--- config.mk ---
export PLATFORM = sky130hd
export DESIGN_NAME = ssd13xx_spi4_decoder
export DESIGN_NICKNAME = d
export VERILOG_FILES = /design/src/rtl/ssd13xx_pkg.sv /design/src/rtl/ssd13xx_wr_fifo.sv /design/src/rtl/ssd13xx_spi4_decoder.sv
export SDC_FILE = /design/constraint.sdc
export NUM_CORES = 1
export LEC_CHECK = 0
export CORE_ASPECT_RATIO = 0.6
export CORE_MARGIN = 10
export CORE_UTILIZATION = 42
export CTS_BUF_LIST = sky130_fd_sc_hd__clkbuf_8
export DETAILED_ROUTE_END_ITERATION = 8
export PLACE_DENSITY = 0.69
export SYNTH_ARGS = -nofsm -noshare
export SYNTH_HDL_FRONTEND = slang
export SYNTH_HIERARCHICAL = 1
export SYNTH_SLANG_ARGS = --single-unit
--- constraint.sdc ---
create_clock -name clk_i -period 3.06 [get_ports clk_i]
set_input_delay 0.459 -clock clk_i [delete_from_list [all_inputs] [get_ports clk_i]]
set_output_delay 0.459 -clock clk_i [all_outputs]
set_load 0.01 [all_outputs]
--- src/rtl/ssd13xx_pkg.sv ---
// Shared command codes, modes and the frame-buffer write entry for the SSD13xx SPI decoder.
package ssd13xx_pkg;

  localparam logic [7:0] CMD_ENTIRE_ON  = 8'hA4;
  localparam logic [7:0] CMD_INVERSE    = 8'hA6;
  localparam logic [7:0] CMD_ONOFF      = 8'hAE;
  localparam logic [7:0] CMD_SEG_REMAP  = 8'hA0;
  localparam logic [7:0] CMD_COM_DIR    = 8'hC0;
  localparam logic [7:0] CMD_ADR_MODE   = 8'h20;
  localparam logic [7:0] CMD_COL_ADDR   = 8'h21;
  localparam logic [7:0] CMD_PAGE_ADDR  = 8'h22;
  localparam logic [7:0] CMD_CONTRAST   = 8'h81;
  localparam logic [7:0] CMD_PAGE_START = 8'hB0;

  typedef enum logic [1:0] {
    ADR_HORIZ   = 2'd0,
    ADR_VERT    = 2'd1,
    ADR_PAGE    = 2'd2,
    ADR_INVALID = 2'd3
  } adr_mode_e;

  typedef enum logic [1:0] {
    ST_IDLE = 2'd0,
    ST_ARG1 = 2'd1,
    ST_ARG2 = 2'd2
  } cmd_state_e;

  // Sized for the largest supported panel; the top trims to its own widths.
  typedef struct packed {
    logic [7:0] col;
    logic [7:0] page;
    logic [7:0] data;
  } wr_entry_t;

endpackage

--- src/rtl/ssd13xx_wr_fifo.sv ---
// Generic synchronous FIFO; a pop in the same cycle frees room for a push while full.
module ssd13xx_wr_fifo #(
  parameter type T     = logic [7:0],
  parameter int  DEPTH = 4
) (
  input  logic clk_i,
  input  logic rst_i,
  input  logic push_i,
  input  T     data_i,
  input  logic pop_i,
  output T     data_o,
  output logic full_o,
  output logic empty_o
);
  localparam int AW = $clog2(DEPTH);

  T           r_mem [DEPTH];
  logic [AW:0] r_wr, r_rd;
  logic       w_pop, w_push;

  assign empty_o = (r_wr == r_rd);
  assign full_o  = (r_wr[AW] != r_rd[AW]) && (r_wr[AW-1:0] == r_rd[AW-1:0]);
  assign w_pop   = pop_i && !empty_o;
  assign w_push  = push_i && (!full_o || w_pop);
  assign data_o  = r_mem[r_rd[AW-1:0]];

  always_ff @(posedge clk_i) begin
    if (rst_i) begin
      r_wr <= '0;
      r_rd <= '0;
    end else begin
      if (w_push) r_wr <= r_wr + 1'b1;
      if (w_pop)  r_rd <= r_rd + 1'b1;
    end
  end

  always_ff @(posedge clk_i) begin
    if (w_push) r_mem[r_wr[AW-1:0]] <= data_i;
  end

endmodule

--- src/rtl/ssd13xx_spi4_decoder.sv ---
// SSD1306-style 4-wire SPI front end: oversampled shifter, command decoder,
// address pointers and a buffered column/page/data write stream.
module ssd13xx_spi4_decoder
  import ssd13xx_pkg::*;
#(
  parameter  int DISP_WIDTH  = 128,
  parameter  int DISP_HEIGHT = 64,
  parameter  int FIFO_DEPTH  = 4,
  localparam int PAGES = DISP_HEIGHT / 8,
  localparam int CW    = $clog2(DISP_WIDTH),
  localparam int PW    = (PAGES > 1) ? $clog2(PAGES) : 1
) (
  input  logic          clk_i,
  input  logic          rst_i,
  input  logic          cs_in,
  input  logic          sck_i,
  input  logic          sdi_i,
  input  logic          dc_i,
  output logic          wr_valid_o,
  input  logic          wr_ready_i,
  output logic [CW-1:0] wr_col_o,
  output logic [PW-1:0] wr_page_o,
  output logic [7:0]    wr_data_o,
  output logic          disp_on_o,
  output logic          inverse_o,
  output logic          entire_on_o,
  output logic          flip_x_o,
  output logic          flip_y_o,
  output logic [1:0]    adr_mode_o,
  output logic [7:0]    contrast_o,
  output logic          overflow_o
);

  // Synchronisers carry no reset: they must track the live pins through rst_i.
  logic [1:0] r_cs_sync, r_sck_sync, r_sdi_sync, r_dc_sync;
  logic       r_sck_d;
  logic       w_cs, w_sdi, w_dc, w_sck_rise;

  always_ff @(posedge clk_i) begin
    r_cs_sync  <= {r_cs_sync[0], cs_in};
    r_sck_sync <= {r_sck_sync[0], sck_i};
    r_sdi_sync <= {r_sdi_sync[0], sdi_i};
    r_dc_sync  <= {r_dc_sync[0], dc_i};
    r_sck_d    <= r_sck_sync[1];
  end

  assign w_cs       = r_cs_sync[1];
  assign w_sdi      = r_sdi_sync[1];
  assign w_dc       = r_dc_sync[1];
  assign w_sck_rise = r_sck_sync[1] && !r_sck_d;

  // r_armed blocks a frame already in flight at reset until cs is seen high.
  logic [2:0] r_bitcnt;
  logic [7:0] r_shift, r_byte;
  logic       r_byte_v, r_byte_dc, r_armed;

  always_ff @(posedge clk_i) begin
    if (rst_i) begin
      r_bitcnt  <= '0;
      r_armed   <= 1'b0;
      r_byte_v  <= 1'b0;
      r_shift   <= '0;
      r_byte    <= '0;
      r_byte_dc <= 1'b0;
    end else begin
      r_byte_v <= 1'b0;
      if (w_cs) begin
        r_bitcnt <= '0;
        r_armed  <= 1'b1;
      end else if (r_armed && w_sck_rise) begin
        r_shift  <= {r_shift[6:0], w_sdi};
        r_bitcnt <= r_bitcnt + 1'b1;
        if (r_bitcnt == 3'd7) begin
          r_byte_v  <= 1'b1;
          r_byte    <= {r_shift[6:0], w_sdi};
          r_byte_dc <= w_dc;
        end
      end
    end
  end

  cmd_state_e r_state;
  adr_mode_e  r_mode;
  logic [7:0] r_cmd, r_contrast;
  logic       r_disp_on, r_inverse, r_entire_on, r_flip_x, r_flip_y, r_overflow;
  logic [CW-1:0] r_col, r_col_start, r_col_end, r_pcol_start;
  logic [PW-1:0] r_page, r_page_start, r_page_end;

  logic       w_push, w_pop, w_full, w_empty, w_col_wrap, w_page_wrap;
  logic [7:0] w_pcol8, w_pcol_new;
  int         w_bnum;
  wr_entry_t  w_wr_in, w_wr_out;

  assign w_col_wrap  = (r_col == r_col_end) || (r_col == CW'(DISP_WIDTH - 1));
  assign w_page_wrap = (r_page == r_page_end) || (r_page == PW'(PAGES - 1));
  assign w_push      = r_byte_v && r_byte_dc && (r_mode != ADR_INVALID);
  assign w_pop       = wr_valid_o && wr_ready_i;
  assign w_wr_in     = '{col: 8'(r_col), page: 8'(r_page), data: r_byte};
  assign w_pcol8     = 8'(r_pcol_start);
  assign w_pcol_new  = r_byte[4] ? {r_byte[3:0], w_pcol8[3:0]} : {w_pcol8[7:4], r_byte[3:0]};
  assign w_bnum      = int'(r_byte[3:0]) % PAGES;

  always_ff @(posedge clk_i) begin
    if (rst_i) begin
      r_state      <= ST_IDLE;
      r_mode       <= ADR_PAGE;
      r_cmd        <= '0;
      r_contrast   <= 8'h7F;
      r_disp_on    <= 1'b0;
      r_inverse    <= 1'b0;
      r_entire_on  <= 1'b0;
      r_flip_x     <= 1'b0;
      r_flip_y     <= 1'b0;
      r_overflow   <= 1'b0;
      r_col        <= '0;
      r_col_start  <= '0;
      r_col_end    <= CW'(DISP_WIDTH - 1);
      r_pcol_start <= '0;
      r_page       <= '0;
      r_page_start <= '0;
      r_page_end   <= PW'(PAGES - 1);
    end else begin
      if (w_push && w_full && !w_pop) r_overflow <= 1'b1;
      if (r_byte_v && r_byte_dc) begin
        // Data aborts any half-received multi-byte command.
        r_state <= ST_IDLE;
        unique case (r_mode)
          ADR_HORIZ:
            if (w_col_wrap) begin
              r_col  <= r_col_start;
              r_page <= w_page_wrap ? r_page_start : r_page + 1'b1;
            end else r_col <= r_col + 1'b1;
          ADR_VERT:
            if (w_page_wrap) begin
              r_page <= r_page_start;
              r_col  <= w_col_wrap ? r_col_start : r_col + 1'b1;
            end else r_page <= r_page + 1'b1;
          ADR_PAGE:    r_col <= w_col_wrap ? r_pcol_start : r_col + 1'b1;
          ADR_INVALID: ;
        endcase
      end else if (r_byte_v) begin
        unique case (r_state)
          ST_IDLE: begin
            r_cmd <= r_byte;
            if (r_byte == CMD_ADR_MODE || r_byte == CMD_CONTRAST ||
                r_byte == CMD_COL_ADDR || r_byte == CMD_PAGE_ADDR)
              r_state <= ST_ARG1;
            else if (r_byte[7:1] == CMD_ENTIRE_ON[7:1]) r_entire_on <= r_byte[0];
            else if (r_byte[7:1] == CMD_INVERSE[7:1])   r_inverse   <= r_byte[0];
            else if (r_byte[7:1] == CMD_ONOFF[7:1])     r_disp_on   <= r_byte[0];
            else if (r_byte[7:1] == CMD_SEG_REMAP[7:1]) r_flip_x    <= r_byte[0];
            else if (r_byte == CMD_COM_DIR)             r_flip_y    <= 1'b0;
            else if (r_byte == (CMD_COM_DIR | 8'h08))   r_flip_y    <= 1'b1;
            else if (r_byte[7:4] == CMD_PAGE_START[7:4]) r_page     <= PW'(w_bnum);
            else if (r_byte[7:5] == 3'b000) begin
              r_pcol_start <= w_pcol_new[CW-1:0];
              r_col        <= w_pcol_new[CW-1:0];
            end
          end
          ST_ARG1: begin
            r_state <= ST_IDLE;
            case (r_cmd)
              CMD_ADR_MODE: r_mode     <= adr_mode_e'(r_byte[1:0]);
              CMD_CONTRAST: r_contrast <= r_byte;
              CMD_COL_ADDR: begin
                r_col_start <= r_byte[CW-1:0];
                r_col       <= r_byte[CW-1:0];
                r_state     <= ST_ARG2;
              end
              CMD_PAGE_ADDR: begin
                r_page_start <= r_byte[PW-1:0];
                r_page       <= r_byte[PW-1:0];
                r_state      <= ST_ARG2;
              end
              default: ;
            endcase
          end
          ST_ARG2: begin
            r_state <= ST_IDLE;
            if (r_cmd == CMD_COL_ADDR) r_col_end  <= r_byte[CW-1:0];
            else                       r_page_end <= r_byte[PW-1:0];
          end
          default: r_state <= ST_IDLE;
        endcase
      end
    end
  end

  ssd13xx_wr_fifo #(.T(wr_entry_t), .DEPTH(FIFO_DEPTH)) u_fifo (
    .clk_i   (clk_i),
    .rst_i   (rst_i),
    .push_i  (w_push),
    .data_i  (w_wr_in),
    .pop_i   (wr_ready_i),
    .data_o  (w_wr_out),
    .full_o  (w_full),
    .empty_o (w_empty)
  );

  logic w_unused;
  assign w_unused = ^{w_wr_out.col, w_wr_out.page};

  assign wr_valid_o  = !w_empty;
  assign wr_col_o    = w_wr_out.col[CW-1:0];
  assign wr_page_o   = w_wr_out.page[PW-1:0];
  assign wr_data_o   = w_wr_out.data;
  assign disp_on_o   = r_disp_on;
  assign inverse_o   = r_inverse;
  assign entire_on_o = r_entire_on;
  assign flip_x_o    = r_flip_x;
  assign flip_y_o    = r_flip_y;
  assign adr_mode_o  = r_mode;
  assign contrast_o  = r_contrast;
  assign overflow_o  = r_overflow;

endmodule

# Word level (Yosys, flattened, before mapping)
# Memory sizes are Yosys's and may differ from the RTL's. A register that Yosys moved wholly into a read port is not among the register bits.
# Index checks and enable logic that the tools add are counted.
# op_classes
n_bitwise	12
reduce_logical	47
eq_ne	45
n_mux	43
addsub	5
# ops
operator	n
2-to-1 mux 7 bit	16
equality test 8 x 6 -> 1 bit, second input constant	6
!= test 3 bit, second input constant	14
2-to-1 mux 3 bit	13
equality test 7 bit, second input constant	5
equality test 8 bit, second input constant	4
AND reduction 4 bit	6
one-hot mux 7 bit (3 select lines)	1
one-hot mux 7 bit (2 select lines)	1
AND reduction 14 bit	1
AND reduction 13 bit	1
adder 3 x 1 -> 3 bit, second input constant	4
inverter 1 bit	12
one-hot mux 3 bit (2 select lines)	2
AND reduction 12 bit	1
logical AND 1 bit	9
AND reduction 9 bit	1
2-to-1 mux 2 bit	4
AND reduction 8 bit	1
adder 7 x 1 -> 7 bit, second input constant	1
equality test 7 bit	1
AND reduction 7 bit	1
equality test 3 bit	2
equality test 3 bit, second input constant	2
22 further kinds	43
# totals
reg_bits	99
input_bits	7
output_inout_bits	35
mem_count	1
ram_bits	72
# memory_table
name	words	word_bits	read_ports	rd_clocked_by_memory_dff	write_ports	line	text
u_fifo.r_mem	4	18	1	1	1	ssd13xx_wr_fifo.sv:17	T r_mem [DEPTH];

# Depth between registers and ports, before layout
# Gate-level depths: netlist (run 1).
# logic_depth
depth_word	13
mapped_depth	9
ltp_nobuf	7

# Hierarchy
# The synthesis (run 1) kept the hierarchy.
# by_module_without_submodules
mod	area_per_inst_um2	cells_each	n_inst
ssd13xx_spi4_decoder	4307.9	503	1
ssd13xx_wr_fifo	4006.3	181	1

# Least setup slack after synthesis (run 1)
# OpenSTA, ideal clock, no wires.
# synth_path
path_kind	register to register
start	register r_byte_dc
end	register u_fifo.r_wr[2]
slack_ps	590
period_less_slack_ps	2470
path_stages_with_launch	8
arrival_ps	2345
cell_sequence	dfxtp_1 -> clkbuf_1 -> nand2_1 -> clkbuf_1 -> a21oi_1 -> nand2_1 -> a41oi_2 -> mux2_1
# synth_between
elab_chain_len	3
# synth_lines
item	line	text
start: declaration	ssd13xx_spi4_decoder.sv:55	logic r_byte_v, r_byte_dc, r_armed;
start signal: assignment	ssd13xx_spi4_decoder.sv:76	r_byte_dc <= w_dc;
logical AND 1 bit (2 in series)	ssd13xx_spi4_decoder.sv:96	assign w_push = r_byte_v && r_byte_dc && (r_mode != ADR_INVALID);
via w_push	ssd13xx_spi4_decoder.sv:89	logic w_push, w_pop, w_full, w_empty, w_col_wrap, w_page_wrap;
logical AND 1 bit	ssd13xx_wr_fifo.sv:24	assign w_push = push_i && (!full_o || w_pop);
end signal: assignment	ssd13xx_wr_fifo.sv:32	if (w_push) r_wr <= r_wr + 1'b1;
end: declaration	ssd13xx_wr_fifo.sv:18	logic [AW:0] r_wr, r_rd;
# The timed path passes the listed nets, and every way through them passes these cells.
# A chain may end at the register's enable or synchronous reset.

==> results.json, run 1 <==
{
  "run_status": "finished, final reports clean",
  "row_count": 37,
  "cts_tree": "built",
  "cp_peak_stage_delay_ps": 580,
  "cts.htree.levels": 4,
  "clock_pin_transition_on_the_worst_setup_and_hold_timing_paths_ps": 100,
  "maximum_number_of_pins_on_one_net_before_global_route_repair": 37,
  "globalRoute.totalOverflow": 0,
  "met2_usage": 0.204,
  "number_of_antenna_violations_at_the_first_check_in_global_routing": 0,
  "maximum_clock_path_buffer_count": 2,
  "timing.critical_path.to_type": "output pin",
  "cts_hold_buf": 0,
  "groute.layer.met3.usage": 0.0312,
  "post_drt_via_cell_ratio": 5.51,
  "final_cycle_utilization_of_the_critical_path": 0.870,
  "synth-warning-count": 6,
  "cts_root_buffer": "clkbuf_8",
  "postSynthCellCount": 653,
  "tightestPinTransition_ps": 703,
  "place_congestion": 0.874,
  "final_core_util": 0.490,
  "power_density_nw_per_um2": 494,
  "timing_max_transition_violations_final": 0,
  "grt_busiest_layer": "met1",
  "vdd_ir_drop_max_v": 0.000257,
  "numCtsBuffers": 17,
  "start_kind": "register",
  "synth.cell_area_um2": 7450,
  "die_x_um": 192,
  "critPathArrivalTime_ps": 2200,
  "grt_pass1_wl_um": 26500,
  "area.growth.synth_to_final_pct": 13.5,
  "final.setup.worst_slack_ps": 397,
  "die-height_um": 123,
  "initial_utilization": 0.432,
  "global_route_usage_over_all_layers": 0.143,
  "post_cts_repair_timing_setup_buffer_count": 0,
  "critPathTopFamily": "buffers and inverters",
  "final_layout_size_suffix_gt1_frac": 0.120,
  "hpwlAfterDp_um": 11500,
  "worstHoldPathType": "register to register",
  "worstPathBufferInverterCount": 2,
  "route.vias.total": 5142,
  "routed_wl_um": 16800,
  "crit_path_top_delay_cell": "mux4_2",
  "cts-resized-gates": 0,
  "design.die.area_um2": 23700,
  "rsz_0062_raised_after_global_routing": "false",
  "critPathKind": "register to output pin",
  "setup_viol": 0,
  "critical_path.max_fanout": 18,
  "fin_worst_skew_ps": 17.3,
  "antenna_cells_inserted": 0,
  "clock_sink_count": 173,
  "totalNegativeSetupSlack_ps": 0,
  "max_cap_viol_count": 0,
  "post_synth.cell_area_avg_um2": 11.4,
  "io_buffers": 41,
  "nets": 703,
  "postRouteAntennaNets": 0,
  "place_worst_setup_slack_ps": 519,
  "final_hold_violating_endpoints": 0,
  "drt_pass1_iterations": 5,
  "critical_path.cell_chain": "buf_4 > mux4_2 > clkdlybuf4s50_1",
  "via_count_of_the_first_global_routing_pass": 4915,
  "io_pins": 42,
  "globalRouteMet1Util": 0.211,
  "finalWorstPathRequiredPeriod_ps": 2660,
  "wl_per_cell_um": 18.1,
  "detail_route.iter0.violations": 464,
  "floorplan_core_area_um2": 17300,
  "fmaxAchievable_ghz": 0.375,
  "worst_ep_required_time_ps": 2600,
  "total_leakage_power_nw": 2.82,
  "max_slew_margin": 0.531,
  "clkLatencyLatePin_ps": 450,
  "synth_fp_nets": 670,
  "final.fill_count": 1507,
  "drcViolationCount": 0
}
-- registers in the layout, summed over array words and instances, names as in the netlist, 3 cells and up, named ones only --
signal,cells
u_fifo/r_rd,3
r_byte,8
r_page,3
r_col_end,7
r_page_start,3
contrast_o,8
r_pcol_start,7
u_fifo/r_wr,3
r_page_end,3
r_bitcnt,3
r_col,7
r_col_start,7
u_fifo/r_mem,72
r_cmd,8
r_shift,7
-- worst register-to-register path: cells and delay by family (launching register included) --
kind	cells	cell delay, ps
and+or+nand+nor	3	1100
AOI/OAI and AO/OA	3	720
DFF	1	680
-- stage by stage --
step / hold WS (ps) / area [µm²] / power [mW] / std cells
floorplan: 310 / 7450 / 2.58 / 653
global placement: 313 / 8070 / 2.65 / 901
detailed placement: 312 / 8070 / 2.66 / 901
CTS: 339 / 8460 / 4.22 / 933
global route: 353 / 8460 / 4.33 / 933
finish: 340 / 8460 / 4.18 / 933
-- cell usage in the layout (no fill, tap or decap), drive strengths merged, types with 4 or more instances in the layout --
cell	count
a211o	20
a211oi	5
a21oi	43
a311oi	4
a31oi	4
a41oi	4
and2	6
buf	17
clkbuf	17
clkdlybuf4s50	40
clkinv	5
dfxtp	101
edfxtp	72
ha	10
inv	25
mux2	9
mux2i	32
mux4	18
nand2	59
nand2b	9
nand3	25
nor2	63
nor2b	23
nor3	14
nor4	7
o21ai	6
or3	4
xnor2	16
-- worst paths after layout --
path,start,to,slack (ps),cells past startpoint
hold / removal,r_cs_sync[0],r_cs_sync[1],340,0
setup reg to reg,r_byte[5],r_col[3],460,6
setup / recovery,register,wr_data_o[7],400,3
hold reg to reg,r_cs_sync[0],r_cs_sync[1],340,0
-- per-layer routing --
metal,wire length [µm],vias up,share of wire
li1,-,2422,-
met2,6980,199,0.41
met5,0,-,0
met4,142,0,0.0084
met1,8470,2510,0.50
met3,1250,11,0.074
-- power breakdown --
| part | total, mW | switching (mW) | internal (mW) |
|---|---|---|---|
| Clock | 1.58 | 0.906 | 0.676 |
| Sequential | 2.40 | 0.0114 | 2.39 |
| Combinational | 0.194 | 0.0936 | 0.100 |
| Total | 4.18 | 1.01 | 3.17 |
-- final cells by class --
| type | count | area, µm² | area share |
|---|---|---|---|
| inverters | 18 | 67.6 | 0.00798 |
| multi-input cells | 419 | 3000 | 0.355 |
| clock inverters | 15 | 158 | 0.0186 |
| flip-flops and latches | 173 | 4180 | 0.494 |
| well taps | 234 | 293 | 0.0346 |
| repair buffers | 57 | 526 | 0.0621 |
| clock buffers | 17 | 234 | 0.0277 |
Note: power is estimated with default switching activity, not from simulation.
==> inputs of run 2 (changes only) <==
--- a/config.mk
+++ b/config.mk
@@ -7,10 +7,10 @@
 export LEC_CHECK = 0
 export CORE_ASPECT_RATIO = 0.6
 export CORE_MARGIN = 10
-export CORE_UTILIZATION = 42
+export CORE_UTILIZATION = 35
 export CTS_BUF_LIST = sky130_fd_sc_hd__clkbuf_8
 export DETAILED_ROUTE_END_ITERATION = 8
-export PLACE_DENSITY = 0.69
+export PLACE_DENSITY = 0.61
 export SYNTH_ARGS = -nofsm -noshare
 export SYNTH_HDL_FRONTEND = slang
 export SYNTH_HIERARCHICAL = 1
==> run 2 against run 1 <==
  * Via count decreased by 1.9%
  * Clock-buffer cell count stayed put
  * Cell area grew 1.1%
  * Non-clock buffer count rose by 3
  * Sequential cell count unchanged
  * Global-route usage is 1.5 points lower
  * Largest cell class unchanged
  * Critical path depth unchanged
  * Combinational power about the same
  * Hold slack lost 8.6 ps
  * First-iteration DRC count down 29%
==> results.json, run 2 (synthesized netlist as in run 1, its figures left out) <==
{
  "hpwlAfterDp_um": 12100,
  "row_count": 41,
  "final.fill_count": 1978,
  "timing_max_transition_violations_final": 0,
  "post_cts_repair_timing_setup_buffer_count": 0,
  "power_density_nw_per_um2": 496,
  "tightestPinTransition_ps": 928,
  "cts_root_buffer": "clkbuf_8",
  "vdd_ir_drop_max_v": 0.000309,
  "total_leakage_power_nw": 2.85,
  "max_slew_margin": 0.381,
  "worstHoldPathType": "register to register",
  "r2r-start": "r_byte[5]",
  "route.vias.total": 5044,
  "via_count_of_the_first_global_routing_pass": 4985,
  "numCtsBuffers": 17,
  "layout_commonest_cell": "dfxtp_1",
  "clock_pin_transition_on_the_worst_setup_and_hold_timing_paths_ps": 100,
  "wl_per_cell_um": 17.9,
  "crit_path_top_delay_cell": "mux4_2",
  "critical_path.max_fanout": 18,
  "max_cap_viol_count": 0,
  "worst_ep_required_time_ps": 2600,
  "nets": 706,
  "initial_utilization": 0.355,
  "drcViolationCount": 0,
  "reg2regPathDepth": 6,
  "fmaxAchievable_ghz": 0.368,
  "setup.worst_path.end": "wr_data_o[5]",
  "final_cycle_utilization_of_the_critical_path": 0.889,
  "detail_route.iter0.violations": 328,
  "global_route_usage_over_all_layers": 0.129,
  "maximum_number_of_pins_on_one_net_before_global_route_repair": 51,
  "critPathArrivalTime_ps": 2260,
  "totalNegativeSetupSlack_ps": 0,
  "drt_pass1_iterations": 5,
  "clock_sink_count": 173,
  "final_layout_size_suffix_gt1_frac": 0.127,
  "clkLatencyLatePin_ps": 490,
  "timing.critical_path.to_type": "output pin",
  "maximum_clock_path_buffer_count": 2,
  "worstPathBufferInverterCount": 2,
  "postRouteAntennaNets": 0,
  "finalWorstPathRequiredPeriod_ps": 2720,
  "final_core_util": 0.408,
  "critPathKind": "register to output pin",
  "area.growth.synth_to_final_pct": 14.7,
  "design.die.area_um2": 27700,
  "cts.htree.levels": 4,
  "number_of_antenna_violations_at_the_first_check_in_global_routing": 0,
  "io_buffers": 41,
  "reg2reg_setup_slack_ps": 430,
  "routed_wl_um": 17500,
  "globalRoute.totalOverflow": 0,
  "critical_path.cell_chain": "buf_4 > mux4_2 > clkdlybuf4s50_1",
  "die_x_um": 208,
  "place_congestion": 0.872,
  "cts_tree": "built",
  "run_status": "finished, final reports clean",
  "cp_peak_stage_delay_ps": 600,
  "timing.critical_path.depth": 3,
  "cts-resized-gates": 0,
  "start_kind": "register",
  "antenna_cells_inserted": 0,
  "final_cell_mix": "dfxtp_1 (101), edfxtp_1 (72), nor2_1 (63), nand2_1 (59), a21oi_1 (43)",
  "total_power_mw": 4.24,
  "io_pins": 42,
  "critPathTopFamily": "buffers and inverters",
  "post_drt_via_cell_ratio": 5.14,
  "cts_hold_buf": 0,
  "rr_endpoint": "r_col[3]",
  "fin_worst_skew_ps": 17.9,
  "die-height_um": 133,
  "largest_register_ff_count": 72,
  "grt_pass1_wl_um": 28000,
  "final_hold_violating_endpoints": 0,
  "rsz_0062_raised_after_global_routing": "false",
  "setup_viol": 0,
  "floorplan_core_area_um2": 21000
}
==> run 2: changes by cell type in the layout (fill, tap and decap cells not counted), sizes merged <==
| cell | change |
|---|---|
| buf | +3 |
| clkinv | -1 |
| clkinvlp | -2 |
| inv | +3 |
==> run 2: worst register-to-register path, cell delays in order, from the launching register on <==
cell	delay, ps
dfxtp_1	720
and3b_1	270
o2111ai_1	250
o211ai_1	190
or3_1	610
nor2b_1	230
a311oi_1	270
==> run 2: cell type report <==
cell class / instances / area, µm² / area share
Sequential cell: 173 / 4180 / 0.489
Multi-Input combinational cell: 419 / 3000 / 0.351
Timing Repair Buffer: 60 / 548 / 0.0641
Clock buffer: 17 / 234 / 0.0274
Clock inverter: 15 / 169 / 0.0198
Inverter: 18 / 67.6 / 0.00790
Tap cell: 279 / 349 / 0.0408
==> run 2: how the worst min path moves through the flow <==
stage / endpoint / startpoint / slack [ps] / cells after the start
after floorplan: r_cs_sync[1] / r_cs_sync[0] / 310 / 0
after global placement: r_cs_sync[1] / r_cs_sync[0] / 320 / 0
after detailed placement: r_sck_sync[1] / r_sck_sync[0] / 310 / 0
after CTS: r_dc_sync[1] / r_dc_sync[0] / 340 / 0
after global routing: r_sck_sync[1] / r_sck_sync[0] / 340 / 0
final: r_dc_sync[1] / r_dc_sync[0] / 330 / 0
==> run 2: metrics by stage <==
stage                     instance area, µm²  hold slack (ps)  std cells  setup WS, ps
after global placement                  8150              316        949           567
after global routing                    8550              342        981           204
after floorplan                         7450              310        653           754
final                                   8550              331        981           339
after CTS                               8550              335        981           272
after detailed placement                8150              314        949           499
==> run 2: routing by layer <==
layer / global-route usage / up-vias / share of wire
li1: - / 2428 / -
met1: 0.185 / 2474 / 0.52
met2: 0.176 / 121 / 0.40
met3: 0.0360 / 21 / 0.060
met4: 0.0509 / 0 / 0.018
met5: 0 / - / 0
==> run 2: where the power goes <==
part / internal (mW) / switching [mW]
Combinational: 0.100 / 0.0947
Clock: 0.690 / 0.951
Sequential: 2.39 / 0.0106
==> inputs of run 3 (changes only) <==
--- a/config.mk
+++ b/config.mk
@@ -9,6 +9,7 @@
 export CORE_MARGIN = 10
 export CORE_UTILIZATION = 35
 export CTS_BUF_LIST = sky130_fd_sc_hd__clkbuf_8
+export CTS_CLUSTER_SIZE = 40
 export DETAILED_ROUTE_END_ITERATION = 8
 export PLACE_DENSITY = 0.61
 export SYNTH_ARGS = -nofsm -noshare
==> results of run 3 <==
No change in the layout: final DEF, timing and power equal those of run 2.
